## src/rtl/bw_stream_checker_pkg.sv

```systemverilog
`default_nettype none
// ============================================================================
// Module  : bw_stream_checker_pkg
// Purpose : Shared definitions for the stream bandwidth checker: FSM state
//           encoding, default burst length, sequence-stamp width, LFSR seed
//           and feedback taps, and the stamp-ordering helper.
// Ports   : none (package)
// Revision: 1.0 - initial release
// ============================================================================
package bw_stream_checker_pkg;

  // Width of the sequence stamp carried in the low bits of every beat.
  localparam int c_STAMP_W = 64;

  // Default number of beats per measured burst.
  localparam logic [31:0] c_BURST_BEATS_DEF = 32'h0200_0000;

  // Throttle LFSR: 16-bit Fibonacci, taps 16,14,13,11 (bits 15,13,12,10).
  localparam logic [15:0] c_LFSR_SEED = 16'hACE1;
  localparam logic [15:0] c_LFSR_TAPS = 16'hB400;

  typedef enum logic [0:0] {
    ST_IDLE = 1'b0,
    ST_RUN  = 1'b1
  } state_t;

  // A stamp is out of order when it does not move strictly forward by less
  // than half the stamp space. Modular subtraction makes an all-ones -> 0
  // wrap look like a forward step of one.
  function automatic logic stamp_delta_bad(input logic [c_STAMP_W-1:0] stamp,
                                           input logic [c_STAMP_W-1:0] prev);
    logic [c_STAMP_W-1:0] delta;
    delta = stamp - prev;
    return (delta == '0) || delta[c_STAMP_W-1];
  endfunction

endpackage
`default_nettype wire

```

## src/rtl/bw_stream_checker_lfsr16.sv

```systemverilog
`default_nettype none
// ============================================================================
// Module  : bw_lfsr16
// Purpose : 16-bit Fibonacci LFSR used to generate pseudo-random backpressure
//           for the stream checker. Steps on every clock outside reset.
// Ports   : clk          - clock
//           rst          - asynchronous active-high reset (loads the seed)
//           o_lfsr_next  - value the register takes on the next clock edge
// Revision: 1.0 - initial release
// ============================================================================
module bw_lfsr16
  import bw_stream_checker_pkg::*;
(
  input  wire logic        clk,
  input  wire logic        rst,
  output logic      [15:0] o_lfsr_next
);

  logic [15:0] r_lfsr;
  logic        w_feedback;

  assign w_feedback  = ^(r_lfsr & c_LFSR_TAPS);
  assign o_lfsr_next = {r_lfsr[14:0], w_feedback};

  always_ff @(posedge clk or posedge rst) begin
    if (rst) begin
      r_lfsr <= c_LFSR_SEED;
    end else begin
      r_lfsr <= o_lfsr_next;
    end
  end

endmodule
`default_nettype wire

```

## config.mk

```make
export PLATFORM = sky130hd
export DESIGN_NAME = bw_lfsr16
export DESIGN_NICKNAME = d
export VERILOG_FILES = /design/src/rtl/bw_stream_checker_pkg.sv /design/src/rtl/bw_stream_checker_lfsr16.sv
export SDC_FILE = /design/constraint.sdc
export NUM_CORES = 1
export LEC_CHECK = 0
export ABC_AREA = 1
export BUFFER_PORTS_ARGS = -buffer_cell sky130_fd_sc_hd__buf_2
export CAP_MARGIN = 25
export CORE_AREA = 2 2 39 41
export CTS_BUF_LIST = sky130_fd_sc_hd__clkbuf_4
export CTS_CLUSTER_DIAMETER = 30
export CTS_CLUSTER_SIZE = 14
export DETAILED_ROUTE_END_ITERATION = 8
export DIE_AREA = 0 0 41 43
export PLACE_DENSITY = 0.82
export SLEW_MARGIN = 20
export SYNTH_ARGS = -nofsm -noshare
export SYNTH_HDL_FRONTEND = slang
export SYNTH_SLANG_ARGS = --single-unit
```

## constraint.sdc

```tcl
create_clock -name clk -period 1.2 [get_ports clk]
set_input_delay 0.24 -clock clk [delete_from_list [all_inputs] [get_ports clk]]
set_output_delay 0.24 -clock clk [all_outputs]
set_load 0.02 [all_outputs]
```

### After elaboration in Yosys (flattened, before gate mapping)

Index checks and enable logic that the tools add are counted.

| word-level totals | value |
|---|---|
| output and inout port bits | 16 |
| register bits | 16 |
| word-level logic and storage cells | 2 |

| cells by class | value |
|---|---|
| reduce and logical (&&, ||, !) cells | 1 |

Operators with widths:

| operator | number |
|---|---|
| $reduce_xor A16 Y1 | 1 |

### Logic depth before layout (Yosys ltp)

| depth | value |
|---|---|
| word-level depth | 1 |
| mapped depth | 6 |
| mapped depth without buffers | 5 |

### Least setup slack after synthesis

No wires, ideal clock.

| timing path | value |
|---|---|
| kind | flip-flop to output port |
| from | reg r_lfsr[13] |
| to | out o_lfsr_next[0] |
| path buffers | 1 |
| arrival | 0.920 ns |
| slack | 0.040 ns |
| cell stages (with the launch flop) | 7 |
| path through | dfstp_2 nand2_1 inv_1 nor2_1 nand2_1 nand2_1 buf_4 |

| between the ends | value |
|---|---|
| cells in the longest elaborated chain, start to end | 1 |

Ends and longest elaborated chain:

| what | line | source |
|---|---|---|
| from (decl) | bw_stream_checker_lfsr16.sv:19 | `logic [15:0] r_lfsr;` |
| from (signal assigned) | bw_stream_checker_lfsr16.sv:27 | `r_lfsr <= c_LFSR_SEED;` |
| from (signal assigned) | bw_stream_checker_lfsr16.sv:29 | `r_lfsr <= o_lfsr_next;` |
| $reduce_xor A16 Y1 | bw_stream_checker_lfsr16.sv:22 | `assign w_feedback = ^(r_lfsr & c_LFSR_TAPS);` |
| to (decl) | bw_stream_checker_lfsr16.sv:16 | `output logic [15:0] o_lfsr_next` |

No other way between the ends.

### Worst setup path after layout

| timing path | value |
|---|---|
| from | reg r_lfsr[10] |
| to | out o_lfsr_next[0] |

Same word-level chain as after synthesis.

==> metrics.md <==
| Metric | Value |
|---|---|
| Largest registers | r_lfsr (16) |
| Fin nets | 62 |
| Syn nets | 50 |
| CP required | approximately 0.96 ns |
| Mapped Area | 598.1 um2 |
| Clk slew on worst S/H paths | ~0.08 ns |
| WP data arrival | about 1.3 ns |
| Worst R2R End | r_lfsr[0]$_DFF_PP1_ |
| Critical Path Max Stage Delay | ~0.57 ns |
| Hold_ws | 0.009577 ns |
| Clock Skews | roughly 0.0038 ns |
| Slowest stage cell on the critical path | dfstp_2 |
| Routed WL | approximately 830 um |
| Failing checks | negative setup slack |
| Synth top area share | 0.3515 |
| Critical-path cell list | xnor2_1, nand2_1, nand2_2, buf_6 |
| All-Layer GR Usage | 0.1123 |
| Total gr overflow | 0 |
| GPL Wtd Cong | between 0.6 and 0.7 |
| Leakage | roughly 0.00039 uW |
| Post-route ant nets | 0 |
| Residual DRC | 0 |
| Largest Register | r_lfsr |
| Sequential fraction of the synthesis area | 0.6862 |
| Post-place setup slack | -0.04064 ns |
| Max cap viols | 0 |
| Area leader, netlist | dfstp_2 |
| # port buffers | 17 |
| Setup TNS | -0.5629 ns |
| Share of cells above drive strength 1 | 0.6271 |
| Worst R2R Path Depth | 8 |
| Syn avg cell area | roughly 12 um2 |
| Startpoint type of the worst setup path | flop |
| WS Path Type | reg2out |
| Delay-heaviest family, CP | flip-flops |
| Initial DRC Count | 1 |
| Number of global-route vias before repair | around 300 |
| Routed len/inst | between 10 and 15 um |
| Fin crit period | 1.505 ns |
| Post-DP HPWL | around 560 um |
| Area delta synth->final | 19.25% |
| Fin util | 0.5154 |
| Worst min path class | in2async |
| Clk_lat worst skew | approximately 0.27 ns |
| ANT cells | 0 |
| Post-layout worst setup margin | -0.3046 ns |
| Final Max Slew Viols | 0 |
| Core Rows | 14 |
| Post-synthesis mux area share | 0 |
| Adder-Cell Fraction of Synth Area | 0 |
| Worst slew margin | 0.6281 |
| Largest net degree at the start of global routing | 17 |
| Yosys cell types | 8 |
| Max FO, Critical Path | 4 |
| Area of the die | around 1800 um2 |
| Total power | 815.4 uW |
| Synth Area in Compound Gates | 0 |
| CTS tree | yes |
| Status | finished, violations left |
| Buffers & Inverters on Critical Path | 1 |
| CTS H-tree lvls | 1 |
| Setup crit end kind | output pin |
| FMAX | approximately 660 MHz |
| XOR/XNOR share of the synthesized area | 0.01464 |
| IO Pins | 18 |
| Hold Vio Cnt, Final | 0 |
| RSZ-0062 raised after global routing | true |
| Hold_buf cts | 0 |
| Synth Register Bits | 16 |
| Stages on worst setup path | 4 |
| VDD IR-drop max | between 0.0004 and 0.0005 V |
| Synth Instances | 48 |
| Setup violators final | 4 |
| Sink Count | 16 |
| Via-per-instance ratio | slightly above 4 |
| Period utilization | 1.254 |
| Die height | approximately 43 um |
| Slew at the pin with the worst max-slew slack | between 0.5 and 0.6 ns |
| Worst R2R Setup Slack | -0.07 ns |
| Core area | 1384 um2 |
| Initial antenna violation count | 0 |
| Largest family of logic cells by synthesized area | buffers and inverters |
| Die width | just over 40 um |
| Dominant cells by area after synthesis | dfstp_2 (35%), dfrtp_1 (33%), buf_4 (20%) |
| Global-route wire length before repair | ~1.3 mm |
| Post-Synth Simple-Gate Area | 0.06695 |
| CTS max path bufs | 2 |
| Pwr/cell area | about 1100 nW/um2 |
| Detailed-route via count | approximately 310 |
| TritonCTS buffer count | 3 |
| Reg-to-Reg Start | r_lfsr[13]$_DFF_PP1_ |
| YS warnings | 0 |
| Starting Density | 0.4322 |
| Number of flip-flops in the largest register | 16 |
| Root Driver | clkbuf_4 |
| Drt first pass iters | 2 |
-- worst max-delay path by stage --
stage	start	end	slack (ns)
finish	r_lfsr[10]$_DFF_PP1_	o_lfsr_next[0]	-0.30
global placement	r_lfsr[10]$_DFF_PP1_	o_lfsr_next[0]	-0.01
CTS	r_lfsr[13]$_DFF_PP1_	o_lfsr_next[0]	-0.30
floorplan	r_lfsr[13]$_DFF_PP1_	o_lfsr_next[0]	0.04
detailed placement	r_lfsr[13]$_DFF_PP1_	o_lfsr_next[0]	-0.04
global route	r_lfsr[10]$_DFF_PP1_	o_lfsr_next[0]	-0.38
-- cell usage in the layout (no fill, tap or decap) --
cell      count
buf_2         9
buf_4         5
buf_6         9
clkbuf_4      3
clkinv_1      1
dfrtp_1       8
dfstp_2       8
inv_1         5
nand2_1       6
nand2_2       2
nor2_1        1
nor2_2        1
xnor2_1       1
-- layer usage --
metal / vias to the layer above / share of wire / global-route usage
met3: 2 / 0.038 / 0.03141
li1: 148 / - / -
met4: 0 / 0.0096 / 0.08000
met2: 11 / 0.57 / 0.1656
met5: - / 0 / 0
met1: 144 / 0.38 / 0.1329
-- timing repair --
action | CTS | global route
pin swaps | 4 | 2
endpoints found under the setup margin | 8 | 9
buffers inserted | 4 | 1
gates resized for setup | 14 | 6
gates cloned | 0 | 0
endpoints found under the hold margin | 0 | 0
-- cell families (layout without fill, tap and decap cells) --
logic type    after synthesis  count (layout)
xor+xnor                    1               1
buf+inv                    21              32
flops                      16              16
simple gates               10              10
-- synthesized netlist by cell type --
master,number
dfrtp_1,8
nor2_1,1
nand2_1,8
inv_1,5
buf_4,16
dfstp_2,8
nor2_2,1
xnor2_1,1
-- area by class of cell --
cell class                      instances  area (um2)
Tap cell                               16       20.02
Fill cell                             124       670.6
Clock inverter                          1       3.754
Timing Repair Buffer                   23       183.9
Multi-Input combinational cell         11       53.80
Sequential cell                        16       410.4
Clock buffer                            3       22.52
Inverter                                5       18.77
-- per-stage QoR --
stage          area (um2)  instances
4_1_cts             694.4         75
5_1_grt             713.2         75
3_3_place_gp        598.1         67
6_report            713.2         75
2_1_floorplan       598.1         48
3_5_place_dp        598.1         67
-- worst reg2reg max path, delay by kind of cell (launching register included) --
family	cells	cell delay [ns]
DFF	1	0.57
buffers and inverters	4	0.41
and+or+nand+nor	4	0.24
-- power by group --
group / leakage [uW] / switching, uW / total, uW / internal (uW)
clock network: 0.0000154 / 144 / 264 / 120
logic: 0.000182 / 9.75 / 11.1 / 1.34
registers: 0.000194 / 0 / 540 / 540
No activity file was read; power rests on OpenSTA's default activity.
